`config.mk`:
```
export PLATFORM = sky130hd
export DESIGN_NAME = mem_bus_arbiter
export DESIGN_NICKNAME = d
export VERILOG_FILES = /design/src/rtl/mem_bus_arbiter_pkg.sv /design/src/rtl/mem_bus_arbiter_req_latch.sv /design/src/rtl/mem_bus_arbiter.sv
export SDC_FILE = /design/constraint.sdc
export NUM_CORES = 1
export LEC_CHECK = 0
export BUFFER_PORTS_ARGS = -buffer_cell sky130_fd_sc_hd__clkbuf_2
export CAP_MARGIN = 20
export CORE_ASPECT_RATIO = 0.9
export CORE_MARGIN = 10
export CORE_UTILIZATION = 44
export DETAILED_ROUTE_END_ITERATION = 6
export PLACE_DENSITY = 0.86
export RECOVER_POWER = 50
export SLEW_MARGIN = 5
export SYNTH_ARGS = -nofsm -noshare
export SYNTH_HDL_FRONTEND = slang
export SYNTH_SLANG_ARGS = --single-unit
```
`constraint.sdc`:
```
create_clock -name clk -period 2.9 [get_ports clk]
set_clock_uncertainty 0.15 [all_clocks]
set_input_delay 0.29 -clock clk [delete_from_list [all_inputs] [get_ports clk]]
set_output_delay 0.29 -clock clk [all_outputs]
set_load 0.05 [all_outputs]
```
`src/rtl/mem_bus_arbiter_pkg.sv`:
```
// Shared state and grant encodings for the IF/MEM memory bus arbiter.
package mem_bus_arbiter_pkg;

  typedef enum logic [1:0] {
    ARB_IDLE = 2'd0,
    ARB_ADDR = 2'd1,
    ARB_DATA = 2'd2
  } arb_state_e;

  typedef enum logic [1:0] {
    GNT_NONE = 2'd0,
    GNT_INST = 2'd1,
    GNT_DATA = 2'd2
  } arb_grant_e;

endpackage

```
`src/rtl/mem_bus_arbiter_req_latch.sv`:
```
// Holds the granted request (wr/wstrb/addr/wdata) for the whole bus transaction.
module arb_req_latch #(
  parameter int ADDR_W = 32,
  parameter int DATA_W = 32
) (
  input  logic                clk,
  input  logic                rst,
  input  logic                load,
  input  logic                wr_in,
  input  logic [DATA_W/8-1:0] wstrb_in,
  input  logic [ADDR_W-1:0]   addr_in,
  input  logic [DATA_W-1:0]   wdata_in,
  output logic                wr_o,
  output logic [DATA_W/8-1:0] wstrb_o,
  output logic [ADDR_W-1:0]   addr_o,
  output logic [DATA_W-1:0]   wdata_o
);

  logic                wr_q,    wr_d;
  logic [DATA_W/8-1:0] wstrb_q, wstrb_d;
  logic [ADDR_W-1:0]   addr_q,  addr_d;
  logic [DATA_W-1:0]   wdata_q, wdata_d;

  always_comb begin
    wr_d    = wr_q;
    wstrb_d = wstrb_q;
    addr_d  = addr_q;
    wdata_d = wdata_q;
    if (load) begin
      wr_d    = wr_in;
      wstrb_d = wstrb_in;
      addr_d  = addr_in;
      wdata_d = wdata_in;
    end
  end

  always_ff @(posedge clk) begin
    if (rst) begin
      wr_q    <= 1'b0;
      wstrb_q <= '0;
      addr_q  <= '0;
      wdata_q <= '0;
    end else begin
      wr_q    <= wr_d;
      wstrb_q <= wstrb_d;
      addr_q  <= addr_d;
      wdata_q <= wdata_d;
    end
  end

  assign wr_o    = wr_q;
  assign wstrb_o = wstrb_q;
  assign addr_o  = addr_q;
  assign wdata_o = wdata_q;

endmodule

```
`src/rtl/mem_bus_arbiter.sv`:
```
// Shares one SRAM-like bus between the IF and MEM ports, one transaction at a time,
// with the data port taking fixed priority; also produces the pipeline stall requests.
module mem_bus_arbiter
  import mem_bus_arbiter_pkg::*;
#(
  parameter int ADDR_W = 32,
  parameter int DATA_W = 32
) (
  input  logic                clk,
  input  logic                rst,
  input  logic                inst_req,
  input  logic [ADDR_W-1:0]   inst_addr,
  output logic                inst_addr_ok,
  output logic                inst_data_ok,
  output logic [DATA_W-1:0]   inst_rdata,
  input  logic                data_req,
  input  logic                data_wr,
  input  logic [DATA_W/8-1:0] data_wstrb,
  input  logic [ADDR_W-1:0]   data_addr,
  input  logic [DATA_W-1:0]   data_wdata,
  output logic                data_addr_ok,
  output logic                data_data_ok,
  output logic [DATA_W-1:0]   data_rdata,
  output logic                bus_req,
  output logic                bus_wr,
  output logic [DATA_W/8-1:0] bus_wstrb,
  output logic [ADDR_W-1:0]   bus_addr,
  output logic [DATA_W-1:0]   bus_wdata,
  input  logic                bus_addr_ok,
  input  logic                bus_data_ok,
  input  logic [DATA_W-1:0]   bus_rdata,
  output logic                stall_for_if,
  output logic                stall_for_mem
);

  localparam int STRB_W = DATA_W / 8;

  arb_state_e state_q, state_d;
  arb_grant_e grant_q, grant_d;

  logic              ld_en;
  logic              ld_wr;
  logic [STRB_W-1:0] ld_wstrb;
  logic [ADDR_W-1:0] ld_addr;
  logic [DATA_W-1:0] ld_wdata;
  logic              lat_wr;
  logic [STRB_W-1:0] lat_wstrb;
  logic [ADDR_W-1:0] lat_addr;
  logic [DATA_W-1:0] lat_wdata;
  logic              xfer_done;

  arb_req_latch #(
    .ADDR_W (ADDR_W),
    .DATA_W (DATA_W)
  ) u_req_latch (
    .clk      (clk),
    .rst      (rst),
    .load     (ld_en),
    .wr_in    (ld_wr),
    .wstrb_in (ld_wstrb),
    .addr_in  (ld_addr),
    .wdata_in (ld_wdata),
    .wr_o     (lat_wr),
    .wstrb_o  (lat_wstrb),
    .addr_o   (lat_addr),
    .wdata_o  (lat_wdata)
  );

  always_ff @(posedge clk) begin
    if (rst) begin
      state_q <= ARB_IDLE;
      grant_q <= GNT_NONE;
    end else begin
      state_q <= state_d;
      grant_q <= grant_d;
    end
  end

  always_comb begin
    state_d      = state_q;
    grant_d      = grant_q;
    ld_en        = 1'b0;
    ld_wr        = 1'b0;
    ld_wstrb     = '0;
    ld_addr      = '0;
    ld_wdata     = '0;
    inst_addr_ok = 1'b0;
    data_addr_ok = 1'b0;
    bus_req      = 1'b0;
    xfer_done    = 1'b0;
    unique case (state_q)
      ARB_IDLE: begin
        if (data_req) begin
          grant_d      = GNT_DATA;
          data_addr_ok = 1'b1;
          ld_en        = 1'b1;
          ld_wr        = data_wr;
          ld_wstrb     = data_wstrb;
          ld_addr      = data_addr;
          ld_wdata     = data_wdata;
          state_d      = ARB_ADDR;
        end else if (inst_req) begin
          grant_d      = GNT_INST;
          inst_addr_ok = 1'b1;
          ld_en        = 1'b1;
          ld_addr      = inst_addr;
          state_d      = ARB_ADDR;
        end
      end
      // A data_ok arriving together with addr_ok here is deliberately dropped.
      ARB_ADDR: begin
        bus_req = 1'b1;
        if (bus_addr_ok) begin
          state_d = ARB_DATA;
        end
      end
      ARB_DATA: begin
        if (bus_data_ok) begin
          xfer_done = 1'b1;
          state_d   = ARB_IDLE;
          grant_d   = GNT_NONE;
        end
      end
      default: begin
        state_d = ARB_IDLE;
        grant_d = GNT_NONE;
      end
    endcase
  end

  // Downstream fields are only driven while the address phase is open.
  assign bus_wr    = bus_req & lat_wr;
  assign bus_wstrb = bus_req ? lat_wstrb : '0;
  assign bus_addr  = bus_req ? lat_addr  : '0;
  assign bus_wdata = bus_req ? lat_wdata : '0;

  assign inst_data_ok = xfer_done & (grant_q == GNT_INST);
  assign data_data_ok = xfer_done & (grant_q == GNT_DATA);
  assign inst_rdata   = inst_data_ok ? bus_rdata : '0;
  assign data_rdata   = data_data_ok ? bus_rdata : '0;

  assign stall_for_if  = (inst_req & ~inst_addr_ok) |
                         ((grant_q == GNT_INST) & (state_q != ARB_IDLE) & ~bus_data_ok);
  assign stall_for_mem = (data_req & ~data_addr_ok) |
                         ((grant_q == GNT_DATA) & (state_q != ARB_IDLE) & ~bus_data_ok);

endmodule

```
# After elaboration in Yosys (flattened, before gate mapping)
# Index checks and enable logic that the tools add are counted.
totals:
  regBits: 73
  input_bits: 139
op_classes:
  n_eq_ne: 7
  n_mux: 31
  bitwise: 15
  n_reduce_logical: 4
op_table:
  columns: ["op", "n"]
  rows:
  - ["$mux 32", 9]
  - ["$mux 1", 12]
  - ["$mux 4", 3]
  - ["$pmux 2 s3", 2]
  - ["$mux 2", 5]
  - ["$and 1x1->1", 9]
  - ["$reduce_and 3->1", 2]
  - ["$eq 2x1->1 const B", 2]
  - ["$eq 2x2->1 const B", 2]
  - ["$ne 2x2->1 const B", 2]
  - ["$not 1->1", 4]
  - ["$ne 3x3->1 const B", 1]
  - ["$logic_not 2->1", 1]
  - ["$or 1x1->1", 2]
  - ["$reduce_bool 2->1", 1]

# Longest topological paths before layout
depth:
  word_depth: 6
  ltp_mapped: 8
  depth_no_buf: 4

# Hierarchy
# Synthesis repeated with hierarchy kept, for this count alone.
unflattened:
  hier_cells: 489
  area_unflattened_um2: 4234.1
modules_own_cells:
  columns: ["mod", "instances", "cells_each", "area_per_inst_um2"]
  rows:
  - ["arb_req_latch", 1, 223, 2439.8]
  - ["mem_bus_arbiter", 1, 266, 1794.2]

# Worst setup path before layout
# No wires, ideal clock.
synth_path:
  path_type: "flip-flop to output port"
  from: "register state_q[0]"
  to: "output port bus_wdata[22]"
  t_arrival_ns: 1.917
  t_required_ns: 2.460
  setup_slack_ns: 0.543
  path_stages_with_launch: 6
  n_path_buf: 3
  path_cell_list: "dfxtp_1 buf_2 nor2b_1 clkbuf_1 clkbuf_1 and2_1"
synth_between:
  elab_chain_len: 3
synth_lines:
  columns: ["element", "line", "rtl"]
  rows:
  - ["start: declaration", "mem_bus_arbiter.sv:38", "arb_state_e state_q, state_d;"]
  - ["start signal: assignment", "mem_bus_arbiter.sv:74", "state_q <= state_d;"]
  - ["$eq 2x1->1", "mem_bus_arbiter.sv:91", "unique case (state_q)"]
  - ["$mux 1", "mem_bus_arbiter.sv:91", null]
  - ["named net bus_req", "mem_bus_arbiter.sv:24", "output logic bus_req,"]
  - ["$mux 32", "mem_bus_arbiter.sv:135", "assign bus_wdata = bus_req ? lat_wdata : '0;"]
  - ["end: declaration", "mem_bus_arbiter.sv:28", "output logic [DATA_W-1:0] bus_wdata,"]
# The timed path passes the listed nets, and every way through them passes these cells.

# Worst setup path in the final report
layout_path:
  from: "register state_q[0]"
  to: "output port bus_addr[25]"
layout_between:
  elab_chain_len: 3
layout_lines:
  columns: ["element", "line", "rtl"]
  rows:
  - ["$eq 2x1->1", "mem_bus_arbiter.sv:91", null]
  - ["$mux 1", "mem_bus_arbiter.sv:91", null]
  - ["$mux 32", "mem_bus_arbiter.sv:134", "assign bus_addr = bus_req ? lat_addr : '0;"]
  - ["end: declaration", "mem_bus_arbiter.sv:27", "output logic [ADDR_W-1:0] bus_addr,"]
# No other way between the ends.

==> summary.md <==
| Metric | Value |
|---|---|
| Arr. time, crit path | 2140 ps |
| Net Sw Frac | 34.12% |
| Relative slew margins | 36.82% |
| P_leak | between 0.002 and 0.003 uW |
| Cell-internal power | ~1700 uW |
| Crit end category | output port |
| Final instance area | 5461 um^2 |
| TritonCTS Buffers | 9 |
| Clock share of power | between 30% and 40% |
| Core area | 8568 um^2 |
| Worst Reg-to-Reg Cells | 5 |
| Initial Util | between 40% and 50% |
| Site Rows | 32 |
| Placer Congestion | about 0.89 |
| N_diodes | 0 |
| Crit-path slowest cell | nor2b_4 |
| H-tree Lvls | 3 |
| CP Launch Type | register |
| Avg Vias per Cell | between 5 and 6 |
| Final WL | between 15000 and 20000 um |
| Synth Area in Simple Gates | between 30% and 40% |
| Synth Area in Compound Gates | between 20% and 30% |
| Worst Path Required | ~2500 ps |
| Unrepaired setup endpoints after global routing | false |
| I/O pins | approximately 280 |
| Clock Sinks | 73 |
| Synth Area in Adders | 0% |
| Max Fclk | around 390 MHz |
| CP endpoint | bus_addr[25] |
| Chip Width | around 120 um |
| Drt first-iter violations | ~320 |
| Hold Vio Cnt, Final | 0 |
| Register area share after synthesis | 37.67% |
| Synth Register Bits | between 70 and 80 |
| Clock Tree Buf Depth | 2 |
| Syn Std Cell Area | roughly 3900 um^2 |
| Worst skew pair latency | between 300 and 400 ps |
| CP startpoint | state_q[0] |
| Clock slew seen by the registers of the worst setup and hold paths | 90 ps |
| Via count | 4552 |
| Maximum vdd drop | 0.2578 mV |
| Least-Margin Pin Slew | about 950 ps |
| Minimum clock period | between 2000 and 3000 ps |
| Mux contribution to synthesized area | 0% |
| Ratio of cells with drive above 1 in the final layout | 36.01% |
| Commonest non-fill, non-tap cell in the layout | clkbuf_2 |
| Final nets | 906 |
| Port bufs | approximately 280 |
| Fillers | between 800 and 900 |
| Post-Place Cell Area | around 5300 um^2 |
| CP cell instances | nor2b_4 -> buf_12 -> and2_1 -> clkbuf_2 |
| Setup TNS | 0 ps |
| Comb pwr share | 26.2% |
| Placed Cells | approximately 870 |
| Setup repair bufs after CTS | 0 |
| Psw | approximately 890 uW |
| Xor/xnor share of the synthesized area | 0% |
| Dpl hpwl | 11890 um |
| Slew Limit Fails | 0 |
| Syn avg cell area | approximately 7.6 um^2 |
| DRT Pass-1 Iters | 6 |
| Total power | between 2000 and 3000 uW |
| Max Cap Viol | 0 |
| Largest net degree at the start of global routing | 74 |
| Antenna-violating nets left | 0 |
| Die area | between 10000 and 15000 um^2 |
| Crit path max fanout | between 40 and 50 |
| Syn Inst Count | slightly above 500 |
| Residual DRC | 0 |
| Initial antenna violation count | 0 |
| Commonest non-fill, non-tap cells in the layout | 247 x clkbuf_2, 133 x and2_1, 73 x dfxtp_1 |
| Main combinational cell family by area after synthesis | simple AND/OR/NAND/NOR gates |
| Finished Layout Cells | slightly below 900 |
| Hold crit path type | input pin to register |
| Distinct cells, synth | 32 |
| CP Class | register to output port |
| Syn nets | between 600 and 700 |
| Tcrit/Tclk final | a little under 90% |
| Reg2reg end | u_req_latch.wstrb_o[2] |
| WL/cell | ~17 um |
| Vias in the first global route | around 4600 |
| PwrDens | 476.6 nW/um^2 |
| Run status | complete, no violations |
| RR Startpoint | state_q[1] |
| Slowest cell delay on critical path | around 600 ps |
| Final setup violation count | 0 |
| Synth-to-Final Area Change | 40.76% |
| Total GRT Usage | 21.40% |
| CTS tree | built |
| Yosys Warn Count | 0 |
| Global-route wire length before repair | 22980 um |
| Grt ovf | 0 |
| Die H | roughly 110 um |
| Flop2flop setup slack | a little under 600 ps |
| Sequential power share | 43.7% |
| Clock Tree Root | clkbuf_8 |
-- per-layer routing --
metal / global-route usage (%) / wire, um
met5: 0 / 0
met3: 7.597 / 1394
met1: 21.52 / 5531
met4: 7.753 / 252
met2: 40.25 / 7951
-- per-stage QoR --
stage	setup slack [ps]	util, %	hold slack [ps]
global route	134.8	63.74	2.022
finish	319.5	63.74	14.01
global placement	657.7	61.38	304.6
CTS	225.8	64.37	0.1708
detailed placement	595.5	61.38	312.3
floorplan	543.2	-	276.0
-- power groups by stage --
stage	clock, uW	sequential, uW	combinational (uW)
2_1_floorplan	0	1140	484
3_3_place_gp	0	1160	666
3_5_place_dp	0	1160	682
4_1_cts	805	1140	690
5_1_grt	852	1150	739
6_report	784	1140	681
-- repair_timing --
action	4_1_cts	5_1_grt
resized for setup	0	0
hold buffers	6	0
endpoints found under the hold margin	6	0
-- layout make-up --
class                      instances  area, um^2  area share [%]
inverter                           5       23.77          0.4353
multi-input combinational        385        2146           39.29
timing repair buffer             293        1485           27.19
sequential                        73        1461           26.76
tap                              119       148.9           2.726
clock buffer                      10       127.6           2.337
clock inverter                     6       68.82           1.260
-- cell usage after synthesis --
library cell	number	area (um^2)
and2_1	133	832.1
dfxtp_1	73	1461
a21oi_1	72	360.4
o21ai_0	39	195.2
nand2_1	38	142.6
nor2_1	37	138.9
clkbuf_1	32	120.1
a211oi_1	16	120.1
nor4_1	16	100.1
o22ai_1	15	93.84
buf_2	11	55.05
buf_6	3	33.78
inv_1	3	11.26
a31oi_1	2	12.51
buf_4	2	15.01
nand2b_1	2	12.51
nor3b_2	2	25.02
o211ai_1	2	15.01
or2_2	2	12.51
a22oi_1	1	7.510
buf_12	1	20.02
buf_8	1	15.01
clkinv_1	1	3.750
clkinv_4	1	8.760
nand3b_1	1	7.510
nor2b_1	1	6.260
nor3b_1	1	7.510
o2bb2ai_1	1	8.760
or3b_1	1	8.760
or3b_2	1	8.760
or4b_1	1	10.01
or4b_2	1	10.01
-- sequential cells by signal, indices dropped and copies added, names as in the netlist --
signal               cells
u_req_latch.wdata_o     32
grant_q                  2
u_req_latch.wstrb_o      4
state_q                  2
u_req_latch.wr_o         1
u_req_latch.addr_o      32
-- how the worst min path moves through the flow --
stage                                  startpoint                      end  slack, ps  depth (start not counted)
final                              data_wdata[20]  u_req_latch.wdata_o[20]         10                          3
after global routing               data_wdata[20]  u_req_latch.wdata_o[20]          2                          3
after CTS                          data_wdata[20]  u_req_latch.wdata_o[20]        0.2                          3
after detailed placement         u_req_latch.wr_o         u_req_latch.wr_o        310                          2
after global placement    u_req_latch.wdata_o[15]  u_req_latch.wdata_o[15]        300                          2
after floorplan                     data_wdata[0]   u_req_latch.wdata_o[0]        280                          2
-- cell families after synthesis --
group | count (synthesis)
DFF | 73
AOI/OAI and AO/OA | 148
and+or+nand+nor | 237
buffers and inverters | 55
-- critical path: cells and delay by family, from the launching register on --
kind	cells	cell delay (ps)
buffers and inverters	2	550
DFF	1	470
and+or+nand+nor	2	770
Note: power is estimated with default switching activity, not from simulation.
